`config.mk`:
```
export PLATFORM = sky130hd
export DESIGN_NAME = muldiv_unit_flat
export DESIGN_NICKNAME = d
export VERILOG_FILES = /design/src/rtl/muldiv_pkg.sv /design/src/rtl/muldiv_if.sv /design/src/rtl/muldiv_unit.sv /design/src/flat_wrapper.sv
export SDC_FILE = /design/constraint.sdc
export NUM_CORES = 2
export LEC_CHECK = 0
export CORE_ASPECT_RATIO = 0.6
export CORE_UTILIZATION = 50
export CTS_CLUSTER_DIAMETER = 80
export DETAILED_ROUTE_END_ITERATION = 6
export PLACE_DENSITY = 0.7
export SLEW_MARGIN = 30
export SYNTH_ARGS = -nofsm -noshare
export SYNTH_HDL_FRONTEND = slang
export SYNTH_SLANG_ARGS = --single-unit
```
`constraint.sdc`:
```
create_clock -name clk -period 6.25 [get_ports clk]
set_input_delay 1.25 -clock clk [delete_from_list [all_inputs] [get_ports clk]]
set_output_delay 1.25 -clock clk [all_outputs]
set_load 0.01 [all_outputs]
```
`src/rtl/muldiv_pkg.sv`:
```
// rtl/muldiv_pkg.sv - shared constants and state encoding for the RV64M multiply/divide unit
package muldiv_pkg;

  localparam int WORDSIZE = 64;
  localparam int CNT_W    = $clog2(WORDSIZE);

  localparam logic [2:0] OP_MUL    = 3'b000;
  localparam logic [2:0] OP_MULH   = 3'b001;
  localparam logic [2:0] OP_MULHSU = 3'b010;
  localparam logic [2:0] OP_MULHU  = 3'b011;
  localparam logic [2:0] OP_DIV    = 3'b100;
  localparam logic [2:0] OP_DIVU   = 3'b101;
  localparam logic [2:0] OP_REM    = 3'b110;
  localparam logic [2:0] OP_REMU   = 3'b111;

  typedef enum logic [1:0] {
    S_IDLE = 2'd0,
    S_CALC = 2'd1,
    S_FIX  = 2'd2,
    S_DONE = 2'd3
  } state_e;

  localparam logic [WORDSIZE-1:0] SIGNED_OVF = {1'b1, {(WORDSIZE-1){1'b0}}};

endpackage

```
`src/rtl/muldiv_if.sv`:
```
// rtl/muldiv_if.sv - start/busy request and register-file write-back bundle
interface muldiv_if import muldiv_pkg::*; ();

  logic                start;
  logic [2:0]          op;
  logic [4:0]          rd_in;
  logic [WORDSIZE-1:0] rs1_data;
  logic [WORDSIZE-1:0] rs2_data;
  logic                busy;
  logic                write_en;
  logic [4:0]          write_addr;
  logic [WORDSIZE-1:0] write_data;

  modport master (
    output start, op, rd_in, rs1_data, rs2_data,
    input  busy, write_en, write_addr, write_data
  );

  modport slave (
    input  start, op, rd_in, rs1_data, rs2_data,
    output busy, write_en, write_addr, write_data
  );

endinterface

```
`src/rtl/muldiv_unit.sv`:
```
// rtl/muldiv_unit.sv - iterative RV64M multiply/divide with register-file write-back
module muldiv_unit import muldiv_pkg::*; (
  input  logic     clk,
  input  logic     reset,
  muldiv_if.slave  bus
);

  localparam int W = WORDSIZE;

  state_e             state_q, state_d;
  logic [2*W-1:0]     acc_q, acc_d;
  logic [W-1:0]       opb_q, opb_d;
  logic [CNT_W-1:0]   cnt_q, cnt_d;
  logic [2:0]         op_q, op_d;
  logic [4:0]         rd_q, rd_d;
  logic               neg_q, neg_d;
  logic               sa_q, sa_d;
  logic               busy_q, busy_d;
  logic               we_q, we_d;
  logic [4:0]         waddr_q, waddr_d;
  logic [W-1:0]       wdata_q, wdata_d;

  logic               signed_a, signed_b, sa, sb;
  logic [W-1:0]       mag_a, mag_b;
  logic               div_zero, div_ovf;
  logic [W-1:0]       special_res;
  logic [W:0]         mul_sum;
  logic [2*W-1:0]     mul_next;
  logic [W:0]         div_tmp, div_rem;
  logic               div_ge;
  logic [2*W-1:0]     div_next;
  logic [2*W-1:0]     prod;
  logic [W-1:0]       quot_mag, rem_mag, result;

  always_comb begin
    signed_a = (bus.op == OP_MULH) || (bus.op == OP_MULHSU) ||
               (bus.op == OP_DIV)  || (bus.op == OP_REM);
    signed_b = (bus.op == OP_MULH) || (bus.op == OP_DIV) || (bus.op == OP_REM);
    sa       = signed_a && bus.rs1_data[W-1];
    sb       = signed_b && bus.rs2_data[W-1];
    mag_a    = sa ? -bus.rs1_data : bus.rs1_data;
    mag_b    = sb ? -bus.rs2_data : bus.rs2_data;
    div_zero = bus.op[2] && (bus.rs2_data == '0);
    div_ovf  = ((bus.op == OP_DIV) || (bus.op == OP_REM)) &&
               (bus.rs1_data == SIGNED_OVF) && (bus.rs2_data == {W{1'b1}});
    // op[1] separates REM* from DIV* within the divide group
    if (bus.op[1]) special_res = div_zero ? bus.rs1_data : '0;
    else           special_res = div_zero ? {W{1'b1}} : SIGNED_OVF;
  end

  // One shift-add or restoring shift-subtract step on the accumulator
  always_comb begin
    mul_sum  = {1'b0, acc_q[2*W-1:W]} + (acc_q[0] ? {1'b0, opb_q} : '0);
    mul_next = {mul_sum, acc_q[W-1:1]};
    div_tmp  = acc_q[2*W-1:W-1];
    div_ge   = div_tmp >= {1'b0, opb_q};
    div_rem  = div_ge ? (div_tmp - {1'b0, opb_q}) : div_tmp;
    div_next = {div_rem[W-1:0], acc_q[W-2:0], div_ge};
  end

  always_comb begin
    prod     = neg_q ? -acc_q : acc_q;
    quot_mag = acc_q[W-1:0];
    rem_mag  = acc_q[2*W-1:W];
    case (op_q)
      OP_MUL:                        result = prod[W-1:0];
      OP_MULH, OP_MULHSU, OP_MULHU:  result = prod[2*W-1:W];
      OP_DIV, OP_DIVU:               result = neg_q ? -quot_mag : quot_mag;
      default:                       result = sa_q ? -rem_mag : rem_mag;
    endcase
  end

  always_comb begin
    state_d = state_q;
    acc_d   = acc_q;
    opb_d   = opb_q;
    cnt_d   = cnt_q;
    op_d    = op_q;
    rd_d    = rd_q;
    neg_d   = neg_q;
    sa_d    = sa_q;
    busy_d  = busy_q;
    we_d    = 1'b0;
    waddr_d = waddr_q;
    wdata_d = wdata_q;
    case (state_q)
      S_IDLE: begin
        if (bus.start) begin
          op_d   = bus.op;
          rd_d   = bus.rd_in;
          busy_d = 1'b1;
          if (div_zero || div_ovf) begin
            wdata_d = special_res;
            waddr_d = bus.rd_in;
            we_d    = (bus.rd_in != 5'd0);
            state_d = S_DONE;
          end else begin
            acc_d   = {{W{1'b0}}, mag_a};
            opb_d   = mag_b;
            cnt_d   = CNT_W'(W - 1);
            neg_d   = sa ^ sb;
            sa_d    = sa;
            state_d = S_CALC;
          end
        end
      end
      S_CALC: begin
        acc_d = op_q[2] ? div_next : mul_next;
        if (cnt_q == '0) state_d = S_FIX;
        else             cnt_d   = cnt_q - 1'b1;
      end
      S_FIX: begin
        wdata_d = result;
        waddr_d = rd_q;
        we_d    = (rd_q != 5'd0);
        state_d = S_DONE;
      end
      S_DONE: begin
        busy_d  = 1'b0;
        state_d = S_IDLE;
      end
      default: state_d = S_IDLE;
    endcase
  end

  always_ff @(posedge clk) begin
    if (!reset) begin
      state_q <= S_IDLE;
      acc_q   <= '0;
      opb_q   <= '0;
      cnt_q   <= '0;
      op_q    <= '0;
      rd_q    <= '0;
      neg_q   <= 1'b0;
      sa_q    <= 1'b0;
      busy_q  <= 1'b0;
      we_q    <= 1'b0;
      waddr_q <= '0;
      wdata_q <= '0;
    end else begin
      state_q <= state_d;
      acc_q   <= acc_d;
      opb_q   <= opb_d;
      cnt_q   <= cnt_d;
      op_q    <= op_d;
      rd_q    <= rd_d;
      neg_q   <= neg_d;
      sa_q    <= sa_d;
      busy_q  <= busy_d;
      we_q    <= we_d;
      waddr_q <= waddr_d;
      wdata_q <= wdata_d;
    end
  end

  assign bus.busy       = busy_q;
  assign bus.write_en   = we_q;
  assign bus.write_addr = waddr_q;
  assign bus.write_data = wdata_q;

endmodule
```
`src/flat_wrapper.sv`:
```
// flat-port wrapper written by rule: the top's interface ports become plain ports
module muldiv_unit_flat import muldiv_pkg::*;
  (clk, reset, bus_start, bus_op, bus_rd_in, bus_rs1_data, bus_rs2_data, bus_busy, bus_write_en, bus_write_addr, bus_write_data);
  muldiv_if bus_i ();
  input  logic clk;
  input  logic reset;
  input wire logic [$bits(bus_i.start)-1:0] bus_start;
  input wire logic [$bits(bus_i.op)-1:0] bus_op;
  input wire logic [$bits(bus_i.rd_in)-1:0] bus_rd_in;
  input wire logic [$bits(bus_i.rs1_data)-1:0] bus_rs1_data;
  input wire logic [$bits(bus_i.rs2_data)-1:0] bus_rs2_data;
  output wire logic [$bits(bus_i.busy)-1:0] bus_busy;
  output wire logic [$bits(bus_i.write_en)-1:0] bus_write_en;
  output wire logic [$bits(bus_i.write_addr)-1:0] bus_write_addr;
  output wire logic [$bits(bus_i.write_data)-1:0] bus_write_data;
  assign bus_i.start = bus_start;
  assign bus_i.op = bus_op;
  assign bus_i.rd_in = bus_rd_in;
  assign bus_i.rs1_data = bus_rs1_data;
  assign bus_i.rs2_data = bus_rs2_data;
  assign bus_busy = bus_i.busy;
  assign bus_write_en = bus_i.write_en;
  assign bus_write_addr = bus_i.write_addr;
  assign bus_write_data = bus_i.write_data;
  muldiv_unit u_core (.clk(clk), .reset(reset), .bus(bus_i));
endmodule
```
After elaboration in Yosys (flattened, before gate mapping)

Index checks and enable logic that the tools add are counted.

Flip-flop bits (word level): 281
Bits of input ports: 139
Output and inout port bits: 71
Logic and storage cells: 106

Add/subtract/negate cells: 8
Magnitude comparators: 1
Eq/ne operators: 19
Mux-type cells: 34
Bitwise gates (word level): 2
Reduce and logical (&&, ||, !) cells: 30

Operators with widths:

| kind                                                                   | number |
|---|---|
| 64-bit 2-to-1 mux                                                      | 10 |
| 128-bit 2-to-1 mux                                                     | 4 |
| 64-bit negator                                                         | 4 |
| 128-bit one-hot mux with 2 select lines                                | 1 |
| 64-bit one-hot mux with 3 select lines                                 | 1 |
| 64-bit equality test (second input constant)                           | 2 |
| 128-bit negator                                                        | 1 |
| 64-bit one-hot mux with 2 select lines                                 | 1 |
| 64-bit by 64-bit adder with 65-bit output                              | 1 |
| 65-bit by 64-bit >= comparator with 1-bit output                       | 1 |
| 64-bit logical NOT                                                     | 1 |
| 64-bit subtractor                                                      | 1 |
| 63-bit 2-to-1 mux                                                      | 1 |
| 6-bit 2-to-1 mux                                                       | 3 |
| 3-bit equality test (second input constant)                            | 4 |
| 6-bit one-hot mux with 2 select lines                                  | 1 |
| 5-bit 2-to-1 mux                                                       | 2 |
| 5-bit one-hot mux with 2 select lines                                  | 1 |
| 5-bit nonzero test                                                     | 2 |
| 3-bit by 2-bit equality test with 1-bit output (second input constant) | 3 |
| 3-bit AND reduction                                                    | 3 |
| 2-bit one-hot mux with 4 select lines                                  | 1 |
| 1-bit logical OR                                                       | 7 |
| 3-bit by 1-bit equality test with 1-bit output (second input constant) | 2 |
| other kinds (19)                                                       | 36 |

Depth between registers and ports, before layout

Word-level depth: 9
Mapped depth: 16
Gate-level depth less buffers: 15

Worst setup path after synthesis

No wires, ideal clock.

Path type: input -> register
Start: input bus_rs1_data[55]
End: register u_core.acc_q[119]
Setup time: 0.130 ns
Arrival: 4.147 ns
Data required time: 6.120 ns
Setup slack: 1.973 ns
Stages: 11
Buffers on the path: 0
Cells stage by stage: or3_1 -> or3_1 -> or4_1 -> or4_1 -> o211ai_4 -> a21oi_2 -> nand2_4 -> nor2_1 -> a32o_1 -> a21oi_1 -> o211ai_1

Longest elaborated chain between the ends: 6

Ends and longest elaborated chain:

| element                         | RTL line           | text |
|---|---|---|
| start, declared                 | flat_wrapper.sv:10 | `input wire logic [$bits(bus_i.rs1_data)-1:0] bus_rs1_data;` |
| 64-bit equality test            | muldiv_unit.sv:45  | `(bus.rs1_data == SIGNED_OVF) && (bus.rs2_data == {W{1'b1}});` |
| 1-bit logical AND               | muldiv_unit.sv:44  | `div_ovf = ((bus.op == OP_DIV) \|\| (bus.op == OP_REM)) &&` |
| 1-bit logical AND               | muldiv_unit.sv:45  |  |
| 1-bit logical OR                | muldiv_unit.sv:92  | `if (div_zero \|\| div_ovf) begin` |
| 2-bit inequality test (no line) | n/a                |  |
| 3-bit AND reduction (no line)   | n/a                |  |
| end signal, assigned            | muldiv_unit.sv:129 | `acc_q <= '0;` |
| end signal, assigned            | muldiv_unit.sv:142 | `acc_q <= acc_d;` |
| end, declared                   | muldiv_unit.sv:11  | `logic [2*W-1:0] acc_q, acc_d;` |

No other way between the ends.
A chain may end at the register's enable or synchronous reset.

Worst setup path in the final report

Start: input bus_rs1_data[55]
End: register u_core.wdata_q[55], in the netlist u_core.bus.write_data[55]

Longest elaborated chain between the ends: 6
Elaborated cells on any way between the ends: 11
Those cells by class: eq/ne: 2; mux: 5; reduce/logical: 4

Ends and longest elaborated chain:

| element                                                    | RTL line           | text |
|---|---|---|
| 64-bit equality test                                       | muldiv_unit.sv:45  |  |
| 1-bit logical AND                                          | muldiv_unit.sv:44  |  |
| 1-bit logical AND                                          | muldiv_unit.sv:45  |  |
| 1-bit logical OR                                           | muldiv_unit.sv:92  |  |
| 2-bit by 1-bit inequality test with 1-bit output (no line) | n/a                |  |
| 3-bit AND reduction (no line)                              | n/a                |  |
| end signal, assigned                                       | muldiv_unit.sv:152 | `wdata_q <= wdata_d;` |
| end, declared                                              | muldiv_unit.sv:21  | `logic [W-1:0] wdata_q, wdata_d;` |

Several ways; a longest one is shown, not always the timed one. The select of a mux whose other input is x is not followed.

==> flow_metrics.py <==
metrics = {
    "run_status": {
        "status": "finished clean",
    },
    "min_path": {
        "hold_depth": 2,
        "min-delay-path-class": "reg2reg",
    },
    "sta": {
        "slew_viol_final": 0,
        "rsz0062_at_grt": "no",
        "max-slew-margin-rel_pct": 29.90,
        "clock_skew_ps": 15.05,
        "fin_crit_sh_pct": 88.46,
        "final-hold-violation-count": 0,
        "tns_ps": 0,
        "setup_viol": 0,
        "fmax_ghz": 0.1809,
        "worstMarginPinSlew_ps": 1051,
        "post-route-min-period_ps": 5529,
    },
    "drt": {
        "final_antenna_net_count": 0,
        "vias_per_cell": 6.670,
        "drt-initial-drc-count": 4931,
        "post-route-drc-count": 0,
        "vias": 33440,
        "drt_pass1_iterations": 7,
        "wl_per_cell_microns": 24.47,
        "wl_microns": 122700,
    },
    "clocking": {
        "cts_tree": "built",
        "htreeDepth": 1,
        "path_clk_slew_ps": 70,
        "ctsHoldBuffers": 0,
        "postCtsSetupBuffers": 0,
        "cts_resized": 0,
        "insertion_delay_ps": 630,
        "clockRootBuffer": "clkbuf_16",
        "cts_buffer_depth": 3,
        "cts.sinks": 281,
        "numCtsBuffers": 31,
    },
    "yosys": {
        "syn_inst": 4213,
        "synth_top_area_cell": "dfxtp_1",
        "yosys.area_share.simple_pct": 23.56,
        "synthMuxAreaShare_pct": 3.500,
        "synth_nets": 4493,
        "ys_ff_latch": 281,
        "synth_enable_flop_cells": 0,
        "synthXorXnorAreaFrac_pct": 10.54,
        "synth_area_leaders": "dfxtp_1, a21oi_1, nand2_1",
        "synth_top_family_by_area": "compound AO/OA/AOI/OAI gates",
        "synth.avg_cell_area_sq_um": 6.881,
        "synthAdderAreaFrac_pct": 6.137,
        "syn_area_sq_um": 28990,
        "seq_area_frac_synth_pct": 19.40,
        "synthFlopType": "dfxtp_1",
        "ys.warnings.count": 0,
        "synth_top_area_share_pct": 19.40,
        "async_reset_ff_share_pct": 0,
        "ys_types": 106,
        "synth_compound_area_share_pct": 30.72,
    },
    "worst_setup_path": {
        "arrival_ps": 6100,
        "worstPathCellList": "clkdlybuf4s50_1, or3_1, or3_1, or4_1, or4_1, o21a_1, nand2b_4, o21ai_4, nand2_1, buf_4, o221ai_1, and2_1",
        "reg2reg_depth": 15,
        "endpoint_kind": "flop",
        "crit_path_max_incr_delay_ps": 750,
        "crit_fanout": 26,
        "critical_path_required_ps": 6820,
        "path_class": "in2reg",
        "cpMaxStageDelayCell": "or4_1",
        "worstSetupStartpointType": "input pin",
    },
    "global_route": {
        "antenna_found_initial": 2,
        "grtUsageTotal_pct": 39.93,
        "grt_max_degree": 95,
        "grt_pass1_vias": 29310,
        "grt_pass1_wl_microns": 184400,
        "overflow": 0,
    },
    "placed_design": {
        "dp_hpwl_microns": 94510,
        "gp_routability_congestion": 1.084,
        "port-buffer-count": 209,
    },
    "floorplan": {
        "start_util_pct": 51.31,
        "dieArea_sq_um": 58980,
        "die_h_microns": 188.5,
        "core_sq_um": 56500,
        "io_pins": 210,
        "die_w_microns": 312.9,
        "row_count": 67,
    },
    "job": {
        "drv_cap": 0,
    },
    "layout": {
        "drive_gt1_share_pct": 4.841,
        "diodes": 0,
        "finish.net_count": 4512,
        "syn_to_final_growth_pct": 12.49,
    },
    "power_and_ir_drop": {
        "power_w": 0.01120,
        "ir_drop_uv": 241.1,
        "leakage_nw": 12.40,
        "powerDensity_nw_per_um2": 343.4,
    },
}
cell usage after synthesis, types with 59 or more instances:
cell and number:
mux2i_1 98, xnor2_1 199, nor3_1 107, dfxtp_1 281
nor2_1 432, ha_1 139, xor2_1 150, a211oi_1 96
inv_1 141, a21oi_1 434, o21ai_0 331, nand2_1 470
nand3_1 63, o211ai_1 99, clkbuf_1 243, nand4_1 67
a21o_1 59
cells by family after synthesis:
kind of cell | count (synthesis)
muxes | 101
xor gates and xnor gates | 349
adders and majority gates | 141
buffers and inverters | 453
and+or+nand+nor | 1448
DFF | 281
AOI/OAI and AO/OA | 1440
critical path, delay by kind of cell:
kind            cells  cell delay [ps]
compound gates      3              830
simple gates        7             3160
buf+inv             2              850
state kept, by name, summed over array words and instances, names as in the netlist:
| register | flops |
|---|---|
| u_core.acc_q | 128 |
| u_core.state_q | 2 |
| u_core.bus.busy | 1 |
| u_core.rd_q | 5 |
| u_core.sa_q | 1 |
| u_core.bus.write_addr | 5 |
| u_core.bus.write_en | 1 |
| u_core.cnt_q | 6 |
| u_core.neg_q | 1 |
| u_core.bus.write_data | 64 |
| u_core.opb_q | 64 |
| u_core.op_q | 3 |
through the flow:
| stage | utilization (%) | setup WS, ps | area [sq um] | instances | hold WS (ps) |
|---|---|---|---|---|---|
| after detailed placement | 55.85 | 211.9 | 31560 | 4958 | 450.1 |
| after global routing | 57.72 | 594.2 | 32610 | 5014 | 480.2 |
| after global placement | 55.83 | 312.1 | 31540 | 4958 | 448.9 |
| after floorplan | - | 1973 | 28990 | 4213 | 443.4 |
| final | 57.72 | 721.4 | 32610 | 5014 | 456.7 |
| after CTS | 57.72 | 855.3 | 32610 | 5014 | 457.5 |
layout make-up:
class                           count  area (sq um)
Fill cell                        5559         23890
Multi-Input combinational cell   3479         21680
Sequential cell                   281          5634
Timing Repair Buffer              293          2743
Tap cell                          759         949.7
Clock buffer                       41         884.6
Inverter                          146         553.0
Clock inverter                     15         173.9
layout by cell type, fill, tap and decap left out, drive strengths merged, types with 59 or more instances in the layout:
cell,Yosys,final
mux2i,98,98
xor2,150,150
ha,139,139
o211ai,100,100
inv,144,148
nand3,64,64
xnor2,199,199
clkdlybuf4s50,0,208
buf,63,85
a21o,59,59
a211oi,98,98
dfxtp,281,281
o21ai,389,389
nor3,109,109
nand4,68,68
nor2,434,434
nand2,472,472
a21oi,436,436
report_power, final:
group          leakage, nW  internal [W]  switching [W]
registers             2.29       0.00211       0.000530
clock network        0.520       0.00112       0.000875
logic                 9.58       0.00217        0.00439
total                 12.4       0.00540        0.00580
metal layers:
metal  wire, microns  global-route usage [%]
met1           55980                   61.78
met2           45610                   51.82
met3           18110                   12.89
met4            2950                   8.462
met5              34                       0
path summary, 6_finish.rpt:
kind	startpoint	to	slack (ps)
worst max register to register	u_core.acc_q[0]	u_core.acc_q[127]	1050
worst min register to register	u_core.bus.write_data[40]	u_core.bus.write_data[40]	460
worst min-delay path	u_core.bus.write_data[40]	u_core.bus.write_data[40]	460
worst max-delay path	bus_rs1_data[55]	u_core.bus.write_data[55]	720
Power figures use the tool's default switching activity.
